===== src/rtl/btn_pkg.sv =====
// Shared types and default parameters for the button conditioner.
// BTN_AUTOREPEAT_EN enables held-button auto-repeat pulses.
package btn_pkg;

    typedef enum logic [1:0] {
        ST_IDLE,
        ST_PRESS_WAIT,
        ST_HELD,
        ST_RELEASE_WAIT
    } btn_state_t;

    localparam int DEF_N_CH            = 4;
    localparam int DEF_SYNC_STAGES     = 2;
    localparam int DEF_DEBOUNCE_CYCLES = 1000;
    localparam int DEF_REPEAT_DELAY    = 50000;
    localparam int DEF_REPEAT_PERIOD   = 10000;

endpackage


===== src/rtl/btn_channel.sv =====
// One button channel: synchroniser, debounce FSM, optional repeat timer.
// Auto-repeat logic exists only when BTN_AUTOREPEAT_EN is defined.
module btn_channel
    import btn_pkg::*;
#(
    parameter int SYNC_STAGES     = DEF_SYNC_STAGES,
    parameter int DEBOUNCE_CYCLES = DEF_DEBOUNCE_CYCLES,
    parameter int REPEAT_DELAY    = DEF_REPEAT_DELAY,
    parameter int REPEAT_PERIOD   = DEF_REPEAT_PERIOD
) (
    input  logic clk,
    input  logic reset_n,
    input  logic i_btn,
    output logic o_level,
    output logic o_press,
    output logic o_release
);

    localparam int CW = $clog2(DEBOUNCE_CYCLES + 1);
    localparam logic [CW-1:0] CNT_LAST = CW'(DEBOUNCE_CYCLES - 1);
    localparam logic [CW-1:0] CNT_ONE  = CW'(1);

    if (SYNC_STAGES < 2 || DEBOUNCE_CYCLES < 1 ||
        REPEAT_DELAY < 1 || REPEAT_PERIOD < 1) begin : g_bad_cfg
        $error("btn_channel: illegal parameter value");
    end

    logic [SYNC_STAGES-1:0] r_sync;
    btn_state_t             r_state;
    logic [CW-1:0]          r_cnt;
    logic                   r_level;
    logic                   r_press;
    logic                   r_release;

    btn_state_t             w_state_nxt;
    logic [CW-1:0]          w_cnt_nxt;
    logic                   w_level_nxt;
    logic                   w_press_nxt;
    logic                   w_release_nxt;
    logic                   w_s;

    assign w_s = r_sync[SYNC_STAGES-1];

`ifdef BTN_AUTOREPEAT_EN
    localparam int RMAX = (REPEAT_DELAY > REPEAT_PERIOD) ?
                          REPEAT_DELAY : REPEAT_PERIOD;
    localparam int RCW  = (RMAX > 1) ? $clog2(RMAX) : 1;
    localparam logic [RCW-1:0] RPT_FIRST = RCW'(REPEAT_DELAY - 1);
    localparam logic [RCW-1:0] RPT_NEXT  = RCW'(REPEAT_PERIOD - 1);
    localparam logic [RCW-1:0] RPT_ONE   = RCW'(1);

    // r_rpt_first selects the initial delay versus the steady period
    logic [RCW-1:0] r_rpt_cnt;
    logic           r_rpt_first;
    logic [RCW-1:0] w_rpt_cnt_nxt;
    logic           w_rpt_first_nxt;
    logic [RCW-1:0] w_rpt_tgt;

    assign w_rpt_tgt = r_rpt_first ? RPT_FIRST : RPT_NEXT;

    always_ff @(posedge clk) begin
        if (!reset_n) begin
            r_rpt_cnt   <= '0;
            r_rpt_first <= 1'b0;
        end else begin
            r_rpt_cnt   <= w_rpt_cnt_nxt;
            r_rpt_first <= w_rpt_first_nxt;
        end
    end
`endif

    always_ff @(posedge clk) begin
        if (!reset_n) begin
            r_sync    <= '0;
            r_state   <= ST_IDLE;
            r_cnt     <= '0;
            r_level   <= 1'b0;
            r_press   <= 1'b0;
            r_release <= 1'b0;
        end else begin
            r_sync    <= {r_sync[SYNC_STAGES-2:0], i_btn};
            r_state   <= w_state_nxt;
            r_cnt     <= w_cnt_nxt;
            r_level   <= w_level_nxt;
            r_press   <= w_press_nxt;
            r_release <= w_release_nxt;
        end
    end

    always_comb begin
        w_state_nxt   = r_state;
        w_cnt_nxt     = r_cnt;
        w_press_nxt   = 1'b0;
        w_release_nxt = 1'b0;
`ifdef BTN_AUTOREPEAT_EN
        w_rpt_cnt_nxt   = r_rpt_cnt;
        w_rpt_first_nxt = r_rpt_first;
`endif
        unique case (r_state)
            ST_IDLE: begin
                if (w_s) begin
                    w_state_nxt = ST_PRESS_WAIT;
                    w_cnt_nxt   = '0;
                end
            end
            ST_PRESS_WAIT: begin
                if (!w_s) begin
                    w_state_nxt = ST_IDLE;
                    w_cnt_nxt   = '0;
                end else if (r_cnt == CNT_LAST) begin
                    w_state_nxt = ST_HELD;
                    w_cnt_nxt   = '0;
                    w_press_nxt = 1'b1;
`ifdef BTN_AUTOREPEAT_EN
                    w_rpt_cnt_nxt   = '0;
                    w_rpt_first_nxt = 1'b1;
`endif
                end else begin
                    w_cnt_nxt = r_cnt + CNT_ONE;
                end
            end
            ST_HELD: begin
                if (!w_s) begin
                    w_state_nxt = ST_RELEASE_WAIT;
                    w_cnt_nxt   = '0;
`ifdef BTN_AUTOREPEAT_EN
                    w_rpt_cnt_nxt = '0;
                end else if (r_rpt_cnt == w_rpt_tgt) begin
                    w_press_nxt     = 1'b1;
                    w_rpt_cnt_nxt   = '0;
                    w_rpt_first_nxt = 1'b0;
                end else begin
                    w_rpt_cnt_nxt = r_rpt_cnt + RPT_ONE;
`endif
                end
            end
            ST_RELEASE_WAIT: begin
                if (w_s) begin
                    w_state_nxt = ST_HELD;
                    w_cnt_nxt   = '0;
`ifdef BTN_AUTOREPEAT_EN
                    w_rpt_cnt_nxt   = '0;
                    w_rpt_first_nxt = 1'b1;
`endif
                end else if (r_cnt == CNT_LAST) begin
                    w_state_nxt   = ST_IDLE;
                    w_cnt_nxt     = '0;
                    w_release_nxt = 1'b1;
                end else begin
                    w_cnt_nxt = r_cnt + CNT_ONE;
                end
            end
            default: begin
                w_state_nxt = ST_IDLE;
                w_cnt_nxt   = '0;
            end
        endcase
        w_level_nxt = (w_state_nxt == ST_HELD) ||
                      (w_state_nxt == ST_RELEASE_WAIT);
    end

    assign o_level   = r_level;
    assign o_press   = r_press;
    assign o_release = r_release;

endmodule


===== src/rtl/button_conditioner.sv =====
// Multi-channel button debouncer with press/release pulses.
// Define BTN_AUTOREPEAT_EN to add auto-repeat press pulses while held.
module button_conditioner
    import btn_pkg::*;
#(
    parameter int N_CH            = DEF_N_CH,
    parameter int SYNC_STAGES     = DEF_SYNC_STAGES,
    parameter int DEBOUNCE_CYCLES = DEF_DEBOUNCE_CYCLES,
    parameter int REPEAT_DELAY    = DEF_REPEAT_DELAY,
    parameter int REPEAT_PERIOD   = DEF_REPEAT_PERIOD
) (
    input  logic            clk,
    input  logic            reset_n,
    input  logic [N_CH-1:0] btn_in,
    output logic [N_CH-1:0] btn_level,
    output logic [N_CH-1:0] btn_press,
    output logic [N_CH-1:0] btn_release
);

    if (N_CH < 1 || N_CH > 32) begin : g_bad_nch
        $error("button_conditioner: N_CH out of range");
    end

    for (genvar g = 0; g < N_CH; g++) begin : g_ch
        btn_channel #(
            .SYNC_STAGES     (SYNC_STAGES),
            .DEBOUNCE_CYCLES (DEBOUNCE_CYCLES),
            .REPEAT_DELAY    (REPEAT_DELAY),
            .REPEAT_PERIOD   (REPEAT_PERIOD)
        ) u_ch (
            .clk       (clk),
            .reset_n   (reset_n),
            .i_btn     (btn_in[g]),
            .o_level   (btn_level[g]),
            .o_press   (btn_press[g]),
            .o_release (btn_release[g])
        );
    end

endmodule


===== config.mk =====
export PLATFORM = sky130hd
export DESIGN_NAME = button_conditioner
export DESIGN_NICKNAME = d
export VERILOG_FILES = /design/src/rtl/btn_pkg.sv /design/src/rtl/btn_channel.sv /design/src/rtl/button_conditioner.sv
export SDC_FILE = /design/constraint.sdc
export NUM_CORES = 1
export LEC_CHECK = 0
export BUFFER_PORTS_ARGS = -buffer_cell sky130_fd_sc_hd__buf_4
export CAP_MARGIN = 20
export CELL_PAD_IN_SITES_DETAIL_PLACEMENT = 1
export CELL_PAD_IN_SITES_GLOBAL_PLACEMENT = 2
export CORE_MARGIN = 3
export CORE_UTILIZATION = 34
export CTS_CLUSTER_DIAMETER = 60
export DETAILED_ROUTE_END_ITERATION = 10
export PLACE_DENSITY_LB_ADDON = 0.05
export SETUP_SLACK_MARGIN = 0.1
export SYNTH_ARGS = -nofsm -noshare
export SYNTH_HDL_FRONTEND = slang
export SYNTH_SLANG_ARGS = --single-unit

===== constraint.sdc =====
create_clock -name clk -period 1.7 [get_ports clk]
set_clock_uncertainty 0.15 [all_clocks]
set_input_delay 0.255 -clock clk [delete_from_list [all_inputs] [get_ports clk]]
set_output_delay 0.255 -clock clk [all_outputs]
set_load 0.1 [all_outputs]

# --- Word level (Yosys, flattened, before mapping) ---
# Cells that the tools add are included.
totals:
  wordCells: 141
  inputBits: 6
  output_inout_bits: 12
  register_bits: 68
op_classes:
  mux: 56
  eq_ne: 32
  n_addsub: 4
  reduce_logical: 20
  bitwise_logic: 5
ops:
  columns: ["op", "count"]
  rows:
  - ["10-bit two-way mux", 20]
  - ["10-bit case mux with 4 select lines", 4]
  - ["2-bit two-way mux", 24]
  - ["10-bit by 1-bit adder with 10-bit output (second input constant)", 4]
  - ["10-bit equality test (second input constant)", 4]
  - ["2-bit equality test (second input constant)", 16]
  - ["2-bit case mux with 4 select lines", 4]
  - ["3-bit AND reduction", 4]
  - ["3-bit OR reduction", 4]
  - ["2-bit by 1-bit equality test with 1-bit output (second input constant)", 4]
  - ["2-bit logical NOT", 4]
  - ["2-bit by 1-bit != test with 1-bit output (second input constant)", 4]
  - ["2-bit != test (second input constant)", 4]
  - ["2-bit AND reduction", 4]
  - ["1-bit NOT", 5]
  - ["1-bit logical OR", 4]
  - ["1-bit two-way mux", 4]

# --- Logic depth before layout (Yosys ltp) ---
logic_depth:
  word_depth: 6
  ltp_mapped: 6
  ltp_nobuf: 6

# --- Modules after synthesis ---
# A second synthesis with hierarchy kept.
hier_totals:
  cells_unflattened: 340
  area_unflattened_um2: 3103.0
modules_own_cells:
  columns: ["mod", "instances", "cells_each", "area_each_um2"]
  rows:
  - ["btn_channel", 4, 85, 775.7]

# --- Worst setup path after synthesis ---
# No wires, ideal clock.
synth_path:
  path_kind: "register to register"
  startpoint: "register g_ch[2].u_ch.r_cnt[0]"
  endpoint: "register g_ch[2].u_ch.r_cnt[2]"
  path_buffers: 0
  arrival_time_ns: 1.553
  stages_incl_launch_ff: 7
  path_slack_ns: -0.136
  setup_time_ns: 0.133
  required_time_ns: 1.417
  path_cell_list: "dfxtp_1 ha_1 nor4bb_1 nand4_1 and3_1 o21ai_1 nor2_1"
synth_via:
  elab_chain_len: 4
synth_rtl:
  columns: ["item", "line", "source"]
  rows:
  - ["start, declared", "btn_channel.sv:30", "logic [CW-1:0] r_cnt;"]
  - ["start signal, assigned", "btn_channel.sv:83", "r_cnt <= w_cnt_nxt;"]
  - ["10-bit by 1-bit adder with 10-bit output / 10-bit equality test (equally long branches)", null, null]
  - ["10-bit two-way mux (*)", "btn_channel.sv:110, btn_channel.sv:145", null]
  - ["10-bit two-way mux (on tied branches)", "btn_channel.sv:138, btn_channel.sv:107", null]
  - ["10-bit case mux with 4 select lines (*)", "btn_channel.sv:99", "unique case (r_state)"]
# Every way passes the cells marked *; elsewhere a longest branch is shown, timed or not.
# A chain may end at the register's enable or synchronous reset.

# --- Worst setup path after layout ---
layout_path:
  startpoint: "register g_ch[1].u_ch.r_cnt[3]"
  endpoint: "register g_ch[1].u_ch.r_cnt[2]"
layout_via:
  elab_chain_len: 4
layout_rtl:
  columns: ["item", "line"]
  rows:
  - ["start, declared", "btn_channel.sv:30"]
  - ["start signal, assigned", "btn_channel.sv:83"]
  - ["10-bit equality test (*)", "btn_channel.sv:110, btn_channel.sv:145"]
  - ["10-bit two-way mux (*)", "btn_channel.sv:110, btn_channel.sv:145"]
  - ["10-bit two-way mux (on tied branches)", "btn_channel.sv:138, btn_channel.sv:107"]
  - ["10-bit case mux with 4 select lines (*)", "btn_channel.sv:99"]
# Marks and branches as above.

==> results.md <==
- FF+latch count, synth: 68
- Post-Route WL: 7.19 mm
- Post-synth top flop: dfxtp_1
- ANT cells: 0
- Final setup violation count: 23
- Syn-to-layout area delta: 43.8%
- CTS tree: done
- Most common cell after layout, fill and taps aside: buf_4
- First-pass GRT wire length: ~12 mm
- Critical setup path kind: register to register
- Final WS setup: -0.196 ns
- Root buf cell: clkbuf_8
- Number of global-route vias before repair: 2639
- Mapped Nets: 337
- Worst VDD drop: 0.000319 V
- HPWL after detailed placement: between 4 and 5 mm
- Gp weighted congestion: 0.785
- Compound-Gate Fraction of Synth Area: 11.5%
- FF/Latch Area: 1390 um^2
- Synth Area in XOR/XNOR: 6.13%
- H-Tree Depth: 3
- Min Tclk post-route: 1.90 ns
- Most frequent cells in the layout: buf_4 (73), dfxtp_1 (51), nor2_1 (27)
- Startpoint Class: register
- Leading area contributor after synthesis: dfxtp_1
- Hold WS: about 0.094 ns
- FP Rows: 33
- Post-synth cell types: 49
- Status: finished with violations
- Async set-reset flop share out of synthesis: 0%
- Mux cell area share after synthesis: 1.33%
- Final worst path period share: 112%
- Synth Area in Adders: 1.67%
- Initial Util: 35.8%
- Core Box Area: 8380 um^2
- Warnings, synthesis: 0
- Failing checks: negative setup slack
- CP arrival: 1.97 ns
- Placed cell area: about 3600 um^2
- IO Pins: 18
- Final core utilization: 51.5%
- Fraction of layout cells with a size suffix above 1: between 40% and 50%
- Worst rel slew slack: 73.4%
- Residual DRC: 0
- GRT Residual Overflow: 0
- DIE HEIGHT: 100 um
- RSZ-0062 raised after global routing: yes
- Final Instance Count excl. Fillers: approximately 510
- Slew @ Worst Pin: 0.395 ns
- Total of max-cap violations: 0
- CTS buffer count: 9
- Power Density: 713 nW/um^2
- Worst skew pair latency: 0.34 ns
- Final Hold Vio Count: 0
- Initial drt markers: 32
- CP cell instances: or3b_1 > or4_4 > and3_4 > o21ai_4 > nor2_1
- Initial antenna violation count: 0
- Cells after Synth: 327
- DRT antenna net count: 0
- Critical Path Sink Type: register
- Synth top area share: between 40% and 50%
- Synth top area cells: dfxtp_1 (45%), nor2_1 (4.0%), xor2_1 (3.8%), nand3_1 (3.0%), a21boi_0 (3.0%)
- Post-synth design cell area: 3000 um^2
- P_leak: 1.64 nW
- Hold Path Class: input pin to register
- Vias per cell: 4.93
- Combinational family with the most area after synthesis: simple AND/OR/NAND/NOR gates
- All-Layer GR Usage: between 10% and 20%
- Total number of vias: 2530
- Die W: around 100 um
- Fill cells: 938
- Nets: 415
- Post-Synth Simple-Gate Area: 28.9%
- Worst-path clk slew: 0.08 ns
- Place WS: -0.232 ns
- Avg Synthesized Cell Area: 9.18 um^2
- Slew Limit Fails: 0
- CTS sink cnt: between 60 and 70
- Register area share after synthesis: a little under half
- Critical Path RT: 1.77 ns
- Area of the multi-input gates: around 1900 um^2
- EDFF count, synth: 0
- Slowest CP cell: or4_4
- Cells after DPL: 480
- Largest net degree at the start of global routing: 25
- Pre-antenna DRT Iters: 4
- Die area: 9990 um^2
- Crit Path Max Fanout: 7
- WL/cell: 14.0 um
- CP max stage delay: about 0.43 ns
- I/O Buffers: 17
- Clk buf depth: 2
- Final instance area: 4320 um^2
- Fmax: 0.527 GHz
==> report_power, final <==
part	switching [mW]	internal [mW]	leakage, nW
registers	0.0143	1.60	0.559
clock network	0.594	0.741	0.0983
logic	0.0676	0.0593	0.980
==> synth_stat cells, drive strengths merged, types with 9 or more instances <==
| master | count |
|---|---|
| and3 | 15 |
| and2 | 11 |
| buf | 14 |
| o21ai | 17 |
| nor2b | 10 |
| nand2 | 18 |
| nor3 | 9 |
| xor2 | 13 |
| a21boi | 12 |
| nor2 | 33 |
| nand3 | 18 |
| dfxtp | 68 |
==> layout make-up <==
| type | count | area share (%) |
|---|---|---|
| timing repair buffer | 86 | 16.2 |
| clock inverter | 2 | 0.812 |
| clock buffer | 12 | 3.60 |
| tap | 105 | 3.04 |
| multi-input combinational | 232 | 43.4 |
| inverter | 8 | 0.696 |
| sequential | 68 | 32.3 |
==> state kept, by name (all words and copies together), names as in the netlist <==
register and cells:
g_ch.u_ch.o_level 4, g_ch.u_ch.o_press 4, g_ch.u_ch.o_release 4, g_ch.u_ch.r_cnt 40
g_ch.u_ch.r_state 8, g_ch.u_ch.r_sync 8
==> per-layer routing <==
layer / global-route usage [%] / vias up / wire length [um]
met2: 24.5 / 26 / 3420
met5: 0 / - / 0
met3: 3.06 / 10 / 210
li1: - / 1293 / -
met4: 7.25 / 0 / 128
met1: 18.6 / 1201 / 3440
==> final timing paths <==
kind	slack, ns	cells past startpoint	to	startpoint
min reg2reg	0.28	1	g_ch[1].u_ch.r_sync[1]	g_ch[1].u_ch.r_sync[0]
max reg2reg	-0.20	5	g_ch[1].u_ch.r_cnt[2]	g_ch[1].u_ch.r_cnt[3]
max	-0.20	5	g_ch[1].u_ch.r_cnt[2]	g_ch[1].u_ch.r_cnt[3]
min	0.09	2	g_ch[0].u_ch.r_cnt[9]	reset_n
==> metrics by stage <==
stage / power (mW) / TNS, ns
CTS: 3.12 / -2.50
finish: 3.07 / -2.25
floorplan: 1.71 / -0.635
detailed placement: 1.76 / -3.10
global placement: 1.76 / -2.04
global route: 3.21 / -4.81
==> cells by family (layout without fill, tap and decap cells) <==
| kind of cell | Yosys count | after routing |
|---|---|---|
| fa+ha+maj | 4 | 4 |
| flops | 68 | 68 |
| buf+inv | 27 | 108 |
| xor+xnor | 21 | 21 |
| mux | 4 | 4 |
| simple gates | 152 | 152 |
| compound gates | 51 | 51 |
==> critical path, delay by kind of cell (launching register included) <==
family	cells	cell delay (ns)
AOI/OAI and AO/OA	1	0.23
DFF	1	0.32
and+or+nand+nor	4	1.08
==> repair_timing <==
action,in CTS,in global routing
gates resized for setup,46,52
buffers inserted,6,11
setup endpoints to repair,57,52
hold buffers,4,0
pin swaps,34,33
endpoints found under the hold margin,4,0
No activity file was read; power rests on OpenSTA's default activity.
